File: src/rtl/mem_req_ctrl.sv
// Host-side request controller for a synchronous memory: forwards requests to the
// memory control unit, tracks reads in flight and buffers read data in a response FIFO.
module mem_req_ctrl #(
  parameter int ADDR_BIT_COUNT = 11,
  parameter int WORD_SIZE      = 32,
  parameter int RD_LAT         = 1,
  parameter int RSP_DEPTH      = 4
) (
  input  logic                      CLK,
  input  logic                      RSTN,
  input  logic                      REQ_VALID,
  output logic                      REQ_READY,
  input  logic                      REQ_WE,
  input  logic [ADDR_BIT_COUNT-1:0] REQ_ADDR,
  input  logic [WORD_SIZE-1:0]      REQ_DATA,
  output logic                      CE,
  output logic                      WE,
  output logic [ADDR_BIT_COUNT-1:0] ADDR,
  output logic [WORD_SIZE-1:0]      DIN,
  input  logic [WORD_SIZE-1:0]      DOUT,
  output logic                      RSP_VALID,
  input  logic                      RSP_READY,
  output logic [WORD_SIZE-1:0]      RSP_DATA
);

  localparam int PTR_W = (RSP_DEPTH > 1) ? $clog2(RSP_DEPTH) : 1;
  localparam int CNT_W = $clog2(RSP_DEPTH + 1);
  localparam logic [CNT_W:0]   DEPTH_SUM = (CNT_W + 1)'(RSP_DEPTH);
  localparam logic [CNT_W-1:0] DEPTH_CNT = CNT_W'(RSP_DEPTH);

  // Handshake: a request transfers on a rising edge where REQ_VALID and REQ_READY
  // are both high; a response transfers where RSP_VALID and RSP_READY are both high.
  logic [CNT_W-1:0]     r_inflight;
  logic [CNT_W-1:0]     r_count;
  logic [RD_LAT-1:0]    r_pipe;
  logic [PTR_W-1:0]     r_wr_ptr;
  logic [PTR_W-1:0]     r_rd_ptr;
  logic [WORD_SIZE-1:0] r_mem [RSP_DEPTH];

  logic [CNT_W:0] w_occ;
  logic           w_hs;
  logic           w_rd_hs;
  logic           w_capture;
  logic           w_full;
  logic           w_push;
  logic           w_pop;

  // Reserving a FIFO slot per in-flight read means a capture always finds room.
  assign w_occ     = {1'b0, r_inflight} + {1'b0, r_count};
  assign REQ_READY = RSTN && (w_occ < DEPTH_SUM);
  assign w_hs      = REQ_VALID & REQ_READY;
  assign w_rd_hs   = w_hs & ~REQ_WE;

  assign CE   = w_hs;
  assign WE   = w_hs & REQ_WE;
  assign ADDR = w_hs ? REQ_ADDR : '0;
  assign DIN  = (w_hs & REQ_WE) ? REQ_DATA : '0;

  assign w_capture = r_pipe[RD_LAT-1];
  assign w_full    = (r_count == DEPTH_CNT);
  assign w_push    = w_capture & ~w_full;
  assign RSP_VALID = (r_count != '0);
  assign w_pop     = RSP_VALID & RSP_READY;
  assign RSP_DATA  = RSP_VALID ? r_mem[r_rd_ptr] : '0;

  always_ff @(posedge CLK or negedge RSTN) begin
    if (!RSTN) begin
      r_pipe <= '0;
    end else begin
      r_pipe[0] <= w_rd_hs;
      for (int i = 1; i < RD_LAT; i++) begin
        r_pipe[i] <= r_pipe[i-1];
      end
    end
  end

  always_ff @(posedge CLK or negedge RSTN) begin
    if (!RSTN) begin
      r_inflight <= '0;
    end else begin
      case ({w_rd_hs, w_capture})
        2'b10:   r_inflight <= r_inflight + CNT_W'(1);
        2'b01:   r_inflight <= r_inflight - CNT_W'(1);
        default: r_inflight <= r_inflight;
      endcase
    end
  end

  always_ff @(posedge CLK or negedge RSTN) begin
    if (!RSTN) begin
      r_count  <= '0;
      r_wr_ptr <= '0;
      r_rd_ptr <= '0;
    end else begin
      case ({w_push, w_pop})
        2'b10:   r_count <= r_count + CNT_W'(1);
        2'b01:   r_count <= r_count - CNT_W'(1);
        default: r_count <= r_count;
      endcase
      if (w_push) r_wr_ptr <= r_wr_ptr + PTR_W'(1);
      if (w_pop)  r_rd_ptr <= r_rd_ptr + PTR_W'(1);
    end
  end

  always_ff @(posedge CLK) begin
    if (w_push) r_mem[r_wr_ptr] <= DOUT;
  end

  // A capture into a full FIFO means the slot reservation was broken.
  a_no_overflow: assert property (@(posedge CLK) disable iff (!RSTN) !(w_capture && w_full));

endmodule

File: config.mk
export PLATFORM = sky130hd
export DESIGN_NAME = mem_req_ctrl
export DESIGN_NICKNAME = d
export VERILOG_FILES = /design/src/rtl/mem_req_ctrl.sv
export SDC_FILE = /design/constraint.sdc
export NUM_CORES = 1
export LEC_CHECK = 0
export ABC_CLOCK_PERIOD_IN_PS = 3400
export CORE_MARGIN = 2
export CORE_UTILIZATION = 48
export DETAILED_ROUTE_END_ITERATION = 12
export GPL_TIMING_DRIVEN = 0
export PLACE_DENSITY = 0.88
export SLEW_MARGIN = 20
export SYNTH_ARGS = -nofsm -noshare
export SYNTH_HDL_FRONTEND = slang
export SYNTH_SLANG_ARGS = --single-unit
File: constraint.sdc
create_clock -name CLK -period 3.4 [get_ports CLK]
set_clock_uncertainty 0.1 [all_clocks]
set_input_delay 0.68 -clock CLK [delete_from_list [all_inputs] [get_ports CLK]]
set_output_delay 0.68 -clock CLK [all_outputs]
set_load 0.1 [all_outputs]
==> results of run 1 <==
==> timing repair <==
item / in CTS / in global routing
setup buffers: 0 / 3
gates cloned: 0 / 1
hold buffers: 0 / 0
hold endpoints to repair: 0 / 0
endpoints found under the setup margin: 79 / 49
resized for setup: 367 / 28
pin swaps: 1 / 2
==> cells in the mapped netlist (all sizes together), types with 2 or more instances <==
library cell	number
dfrtp	11
mux4	32
inv	7
edfxtp	128
fa	2
xor2	4
xnor2	5
nor2	3
mux2	2
and2	80
clkbuf	8
buf	8
ha	8
==> area by class of cell <==
cell class	instances	area (um^2)
repair buffers	166	1652
clock inverters	15	147.6
flip-flops and latches	139	4119
multi-input cells	147	1579
fillers	780	3676
inverters	7	26.28
plain buffers	16	102.6
well taps	147	183.9
clock buffers	17	425.4
==> state kept, by name, summed over array words and instances (netlist names) <==
name / count
r_count: 3
r_mem: 128
r_wr_ptr: 2
r_rd_ptr: 2
r_inflight: 3
r_pipe: 1
==> cell families after synthesis <==
group | Yosys count | share of synthesized area [%]
compound gates | 1 | 0.1079
xor+xnor | 9 | 1.358
fa+ha+maj | 10 | 2.415
buf+inv | 23 | 2.027
flops | 139 | 70.98
mux | 35 | 12.98
simple gates | 92 | 10.13
==> routing by layer <==
metal  vias up  wire, um  GRT usage (%)
met5         -         0              0
met2       159      7303          39.40
met1      1706      4492          21.43
met3        22      1121          7.279
li1       1539         -              -
met4         0       261          7.642
==> path summary, 6_finish.rpt <==
check	startpoint	to	cells past startpoint	slack, ps
min	RSTN	r_pipe$_DFF_PN0_	1	140
min in group CLK	r_inflight[2]$_DFFE_PN0P_	r_inflight[2]$_DFFE_PN0P_	1	380
max reg2reg	r_count[2]$_DFFE_PN0P_	r_inflight[2]$_DFFE_PN0P_	10	490
max in group asynchronous	RSTN	r_wr_ptr[1]$_DFFE_PN0P_	1	2820
max	r_count[2]$_DFFE_PN0P_	DIN[24]	7	30
min reg2reg	r_inflight[2]$_DFFE_PN0P_	r_inflight[2]$_DFFE_PN0P_	1	380
==> through the flow <==
stage               instance area [um^2]  hold slack [ps]
floorplan                           5803            284.4
global placement                    7569            362.8
detailed placement                  7654            375.1
CTS                                 8149            140.3
global route                        8235            149.7
finish                              8235            143.5
==> power breakdown <==
| part | switching, W | internal (W) | total [W] |
|---|---|---|---|
| combinational | 0.00311 | 0.00116 | 0.00427 |
| sequential | 0.0000652 | 0.00199 | 0.00206 |
| clock | 0.000685 | 0.00108 | 0.00176 |
| total | 0.00386 | 0.00423 | 0.00809 |
==> flow_summary.yaml, run 1 <==
run_status:
  status: "complete, no violations"
clocking:
  cts_tree: "built"
  clkTransAtPathRegs_ps: 60
  cts_root_buffer: "clkbuf_16"
  cts-htree-levels: 4
  clk_latency_ps: 400
  clk_path_buf_depth: 2
  clock-sinks: 139
  numCtsBuffers: 17
setup_path:
  end_kind: "output pin"
  crit_required_ps: 2620
  crit_buf_inv: 3
  critPathArrivalTime_ps: 2590
  cp_max_fo: 7
  crit_chain: "ha_1 -> or4b_4 -> nor3_4 -> buf_6 -> buf_2 -> and2_2 -> buf_12"
  max_stage_delay_ps: 530
  slowest_stage: "or4b_4"
  crit_family: "simple AND/OR/NAND/NOR gates"
  criticalPathCategory: "flip-flop to output pin"
  cp-start-kind: "flip-flop"
global_routing:
  track_usage_pct: 20.99
  grt_pass1_wl_um: 19880
  antenna_found_initial: 0
  grt_max_degree: 25
  grt_pass1_vias: 3714
  overflow: 0
detailed_routing:
  ant_nets: 0
  vias: 3426
  routedWlPerCell_um: 20.15
  remaining_drc_errors: 0
  via_per_inst: 5.239
  routed_wl_um: 13180
  drt_iter0_drc: 246
  drtPass1Iterations: 4
yosys:
  synth_area_leader_cell: "edfxtp_1"
  synth_cell_types: 26
  async_flop_share_pct: 7.914
  yosys_most_used_dff: "edfxtp_1"
  avgSynthCellArea_um2: 18.78
  synth_edf_count: 128
  yosys_warnings: 0
  yosys.area.top_type_share_pct: 66.24
  synth-seq-area-share_pct: 70.98
  synth_area_mm2: 0.005803
  synth_area_leaders: "edfxtp_1 66%, mux4_2 12%, and2_1 8.6%, dfrtp_1 4.7%, ha_1 1.7%"
  syn_inst: 309
  synth_seq_cells: 139
  syn_nets: 399
placement:
  routabilityCongestion: 0.7153
  pre_cts_ws_ps: -1373
  io_buffers: 158
  place_inst: 618
  hpwlAfterDp_um: 9087
finish:
  final_layout_size_suffix_gt1_share_pct: 32.94
  finish.utilization_pct: 69.14
  antenna_cells: 0
  stdcell_count: 654
  synthToLayoutAreaGrowth_pct: 41.91
  final_cell_mix: "128 x edfxtp_1, 78 x clkdlybuf4s50_1, 75 x and2_1"
  nNetsFinal: 584
  final_common_cell: "edfxtp_1"
floorplan:
  start_util_pct: 48.72
  coreArea_mm2: 0.01191
  die_h_um: 114.0
  rows: 40
  ioPinCount: 159
  die_area_mm2: 0.01299
  die-width_um: 114.0
power:
  p_leak_nw: 3.001
  ir_worst_vdd_mv: 0.7126
  fin_total_pwr_w: 0.008090
  power_density_mw_per_mm2: 982.3
sta:
  period_minus_slack_ps: 3369
  setup_tns_ps: 0
  setup_ws_ps: 31.21
  setup_violations: 0
  timing.final.crit_share_pct: 99.08
  worst_pin_slew_ps: 1042
  max_freq_mhz: 296.8
  timing.slew.headroom_pct: 30.82
  hold_viol_final: 0
  final-max-slew-violation-count: 0
worst_hold_path:
  hp-class: "input pin to async pin"
run:
  maxCapViolCount: 0
(Power assumes the default switching activity.)
==> run 2: changes to the inputs <==
Settings changed: ABC_CLOCK_PERIOD_IN_PS 3400 to not set, PLACE_DENSITY 0.88 to 0.8.
==> flow_summary.yaml, run 2 (synthesized netlist as in run 1, its figures left out) <==
run:
  maxCapViolCount: 0
setup_path:
  r2r-end: "r_inflight[2]$_DFFE_PN0P_"
  rrSetupSlack_ps: 640
  crit_buf_inv: 3
  crit_family: "simple AND/OR/NAND/NOR gates"
  critPathArrivalTime_ps: 2540
  crit-reg2reg-launch: "r_count[2]$_DFFE_PN0P_"
  reg2reg_depth: 9
  max_stage_delay_ps: 530
  cp_max_fo: 10
  slowest_stage: "or4b_4"
  crit_chain: "ha_1 -> or4b_4 -> nor3_4 -> buf_12 -> buf_6 -> and2_2 -> buf_12"
  crit_required_ps: 2620
  end_kind: "output pin"
  cp-start-kind: "flip-flop"
  criticalPathCategory: "flip-flop to output pin"
  cpMostUsedCell: "buf_12"
power:
  power_density_mw_per_mm2: 977.6
  fin_total_pwr_w: 0.008262
  p_leak_nw: 3.049
  ir_worst_vdd_mv: 1.279
worst_hold_path:
  hp-class: "input pin to async pin"
global_routing:
  grt_pass1_wl_um: 19800
  grt_util_met1_pct: 24.90
  grt_pass1_vias: 3527
  grt_use_met3_pct: 6.642
  grt_max_degree: 19
  track_usage_pct: 21.20
  met2_usage_pct: 36.51
  grt-busiest-layer: "met2"
  antenna_found_initial: 1
  overflow: 0
clocking:
  clk_latency_ps: 410
  clk_path_buf_depth: 2
  cts_root_buffer: "clkbuf_16"
  clkTransAtPathRegs_ps: 60
  numCtsBuffers: 17
  cts_hold_buf: 0
  cts_tree: "built"
  cts-htree-levels: 4
  clock-sinks: 139
finish:
  final_common_cell: "edfxtp_1"
  synthToLayoutAreaGrowth_pct: 45.64
  seq_area_mm2: 0.004119
  reg_top3: "r_mem x128, r_count x3, r_inflight x3"
  num-fill-cells: 759
  multi_input_area_mm2: 0.001582
  nNetsFinal: 582
  final_layout_size_suffix_gt1_share_pct: 33.86
  largest_reg_flops: 128
  regMostFlops: "r_mem"
  final_cell_mix: "128 x edfxtp_1, 78 x clkdlybuf4s50_1, 74 x and2_1"
detailed_routing:
  remaining_drc_errors: 0
  ant_nets: 0
  vias: 3420
  via_per_inst: 5.237
  drt_iter0_drc: 184
  drtPass1Iterations: 4
  routedWlPerCell_um: 20.09
  routed_wl_um: 13120
sta:
  timing.slew.headroom_pct: 33.01
  worst_pin_slew_ps: 1009
  final-max-slew-violation-count: 0
  period_minus_slack_ps: 3324
  setup_tns_ps: 0
  setup_ws_ps: 76.30
  hold_viol_final: 0
  max_freq_mhz: 300.9
  setup_violations: 0
  timing.final.crit_share_pct: 97.76
  worst_hold_slack_ps: 138.1
placement:
  pre_cts_ws_ps: -1452
  hpwlAfterDp_um: 9030
  io_buffers: 158
  routabilityCongestion: 0.7282
floorplan:
  die_area_mm2: 0.01299
  ioPinCount: 159
  die-width_um: 114.0
  die_h_um: 114.0
  coreArea_mm2: 0.01191
  rows: 40
  start_util_pct: 48.72
run_status:
  status: "complete, no violations"
[run 2: what timing repair did]
| item | in CTS | in global routing |
|---|---|---|
| resized for setup | 368 | 61 |
| pin swaps | 1 | 1 |
| setup buffers | 0 | 2 |
| setup endpoints to repair | 79 | 73 |
[run 2: worst max-delay path by stage]
stage                      startpoint       to  slack (ps)  depth (start not counted)
6_report       r_count[2]$_DFFE_PN0P_  DIN[30]          80                          7
4_1_cts        r_count[2]$_DFFE_PN0P_  ADDR[5]           7                          6
3_5_place_dp                     RSTN  DIN[30]       -1450                          6
3_3_place_gp                     RSTN  DIN[30]       -1430                          6
2_1_floorplan  r_count[2]$_DFFE_PN0P_  ADDR[1]          40                          5
5_1_grt        r_count[2]$_DFFE_PN0P_  DIN[30]          -9                          7
[run 2: worst register-to-register path, cell delays in order, from the launching register on]
cell      delay (ps)
dfrtp_1          410
ha_1             280
or4b_4           530
nor3b_4          250
nand2b_1         100
ha_1             220
fa_1             390
xnor2_1          130
nor2_1           130
xor2_1           150
[run 2: cell type report]
type                       instances  share of cell area, %
sequential                       139                  48.73
timing repair buffer             164                  21.38
tap                              147                  2.176
inverter                           7                 0.3109
antenna                            1                0.02961
buffer                            16                  1.258
clock buffer                      18                  5.078
clock inverter                    14                  2.324
multi-input combinational        147                  18.71
[run 2: per-layer routing]
layer | share of wire (%) | vias to the layer above
met3 | 7.8 | 17
met2 | 52 | 164
met5 | 0 | -
met4 | 1.8 | 0
met1 | 38 | 1704
li1 | - | 1535
[run 2: report_power, final]
part | internal, W | switching, W | total (W)
clock | 0.00123 | 0.000691 | 0.00192
combinational | 0.00119 | 0.00310 | 0.00429
sequential | 0.00199 | 0.0000635 | 0.00206
[run 2: metrics by stage]
stage,cell area [um^2],util (%),std cells
3_5_place_dp,7684,64.51,618
4_1_cts,8233,69.12,650
6_report,8452,70.96,653
3_3_place_gp,7569,63.54,614
2_1_floorplan,5803,-,309
5_1_grt,8452,70.96,653
==> run 3: changes to the inputs <==
Settings changed: TNS_END_PERCENT set to 20.
==> flow_summary.yaml, run 3 (synthesized netlist as in run 1, its figures left out) <==
setup_path:
  max_stage_delay_ps: 530
  crit_chain: "ha_1 -> or4b_4 -> nor3_4 -> buf_12 -> buf_6 -> and2_1 -> buf_6"
  cp-start-kind: "flip-flop"
  cpMostUsedCell: "buf_6"
  crit_buf_inv: 3
  critPathArrivalTime_ps: 2520
  cp_max_fo: 10
  end_kind: "output pin"
  crit_required_ps: 2620
  crit_family: "simple AND/OR/NAND/NOR gates"
  slowest_stage: "or4b_4"
  criticalPathCategory: "flip-flop to output pin"
detailed_routing:
  vias: 3414
  routed_wl_um: 13130
  routedWlPerCell_um: 20.13
  via_per_inst: 5.236
  remaining_drc_errors: 0
  drt_iter0_drc: 200
  drtPass1Iterations: 4
  ant_nets: 0
finish:
  nNetsFinal: 581
  largest_reg_flops: 128
  fin_area_mm2: 0.008441
  final_layout_size_suffix_gt1_share_pct: 33.53
  final_common_cell: "edfxtp_1"
  final_cell_mix: "128 x edfxtp_1, 78 x clkdlybuf4s50_1, 73 x and2_1"
  stdcell_count: 652
  synthToLayoutAreaGrowth_pct: 45.45
  regMostFlops: "r_mem"
  reg_top3: "r_mem x128, r_count x3, r_inflight x3"
floorplan:
  die_h_um: 114.0
  ioPinCount: 159
  die_area_mm2: 0.01299
  coreArea_mm2: 0.01191
  die-width_um: 114.0
  start_util_pct: 48.72
  rows: 40
power:
  p_leak_nw: 3.040
  fin_total_pwr_w: 0.008248
  ir_worst_vdd_mv: 1.278
  power_density_mw_per_mm2: 977.1
clocking:
  cts_hold_buf: 0
  cts-htree-levels: 4
  clk_path_buf_depth: 2
  clkTransAtPathRegs_ps: 60
  cts_tree: "built"
  cts_root_buffer: "clkbuf_16"
  clock-sinks: 139
  clk_latency_ps: 410
  numCtsBuffers: 17
sta:
  setup_violations: 0
  setup_ws_ps: 98.78
  max_freq_mhz: 302.9
  period_minus_slack_ps: 3301
  timing.final.crit_share_pct: 97.09
  worst_pin_slew_ps: 1009
  grt_setup_unrepaired: "yes"
  timing.slew.headroom_pct: 33.02
  hold_viol_final: 0
  final-max-slew-violation-count: 0
global_routing:
  track_usage_pct: 21.20
  grt_max_degree: 19
  grt_pass1_wl_um: 19800
  antenna_found_initial: 1
  overflow: 0
  grt_pass1_vias: 3527
placement:
  hpwlAfterDp_um: 9030
  io_buffers: 158
  place_inst: 618
  pre_cts_ws_ps: -1452
  routabilityCongestion: 0.7282
  placed_area_mm2: 0.007684
worst_hold_path:
  hp-class: "input pin to async pin"
run:
  maxCapViolCount: 0
run_status:
  status: "complete, no violations"
-- run 3: changes by cell type in the layout (fill, tap and decap cells not counted), sizes merged --
cell / change
buf: -1
clkbuf: +1
clkdlybuf4s15: -1
-- run 3: metrics by stage --
| step | util, % | setup TNS, ps | hold slack [ps] |
|---|---|---|---|
| 6_report | 70.86 | 0 | 140.9 |
| 5_1_grt | 70.86 | -593.0 | 145.1 |
| 4_1_cts | 69.08 | -113.0 | 125.8 |
| 3_5_place_dp | 64.51 | -62270 | 366.5 |
| 3_3_place_gp | 63.54 | -61040 | 365.1 |
| 2_1_floorplan | - | 0 | 284.4 |
-- run 3: what timing repair did --
| item | CTS | global route |
|---|---|---|
| cloned | 0 | 0 |
| setup endpoints to repair | 79 | 74 |
| pin swaps | 1 | 1 |
| setup buffers | 0 | 1 |
| gates resized for setup | 365 | 62 |
-- run 3: worst paths after layout --
path | start | endpoint | slack (ps) | cells after the start
hold / removal | RSTN | r_inflight[1]$_DFFE_PN0P_ | 140 | 1
setup reg to reg | r_count[2]$_DFFE_PN0P_ | r_inflight[2]$_DFFE_PN0P_ | 620 | 9
setup / recovery | r_count[2]$_DFFE_PN0P_ | DIN[25] | 100 | 7
hold reg to reg | r_inflight[2]$_DFFE_PN0P_ | r_inflight[2]$_DFFE_PN0P_ | 370 | 1
max in group asynchronous | RSTN | r_rd_ptr[1]$_DFFE_PN0P_ | 2820 | 1
min in group CLK | r_inflight[2]$_DFFE_PN0P_ | r_inflight[2]$_DFFE_PN0P_ | 370 | 1
-- run 3: layout make-up --
type	instances	area (um^2)
flip-flops and latches	139	4119
repair buffers	163	1797
well taps	147	183.9
inverters	7	26.28
clock buffers	18	429.2
clock inverters	14	196.4
multi-input cells	147	1585
fillers	760	3471
diodes	1	2.502
plain buffers	16	101.3
-- run 3: report_power, final --
| group | leakage, nW | internal [W] | switching [W] |
|---|---|---|---|
| Sequential | 1.28 | 0.00199 | 0.0000649 |
| Clock | 0.285 | 0.00123 | 0.000693 |
| Combinational | 1.47 | 0.00118 | 0.00309 |
-- run 3: layer usage --
| metal | GRT usage (%) | vias to the layer above | part of all wire [%] |
|---|---|---|---|
| met5 | 0 | - | 0 |
| met4 | 8.374 | 0 | 1.7 |
| met3 | 6.642 | 16 | 7.3 |
| met2 | 36.51 | 153 | 52 |
| met1 | 24.90 | 1713 | 39 |
| li1 | - | 1532 | - |
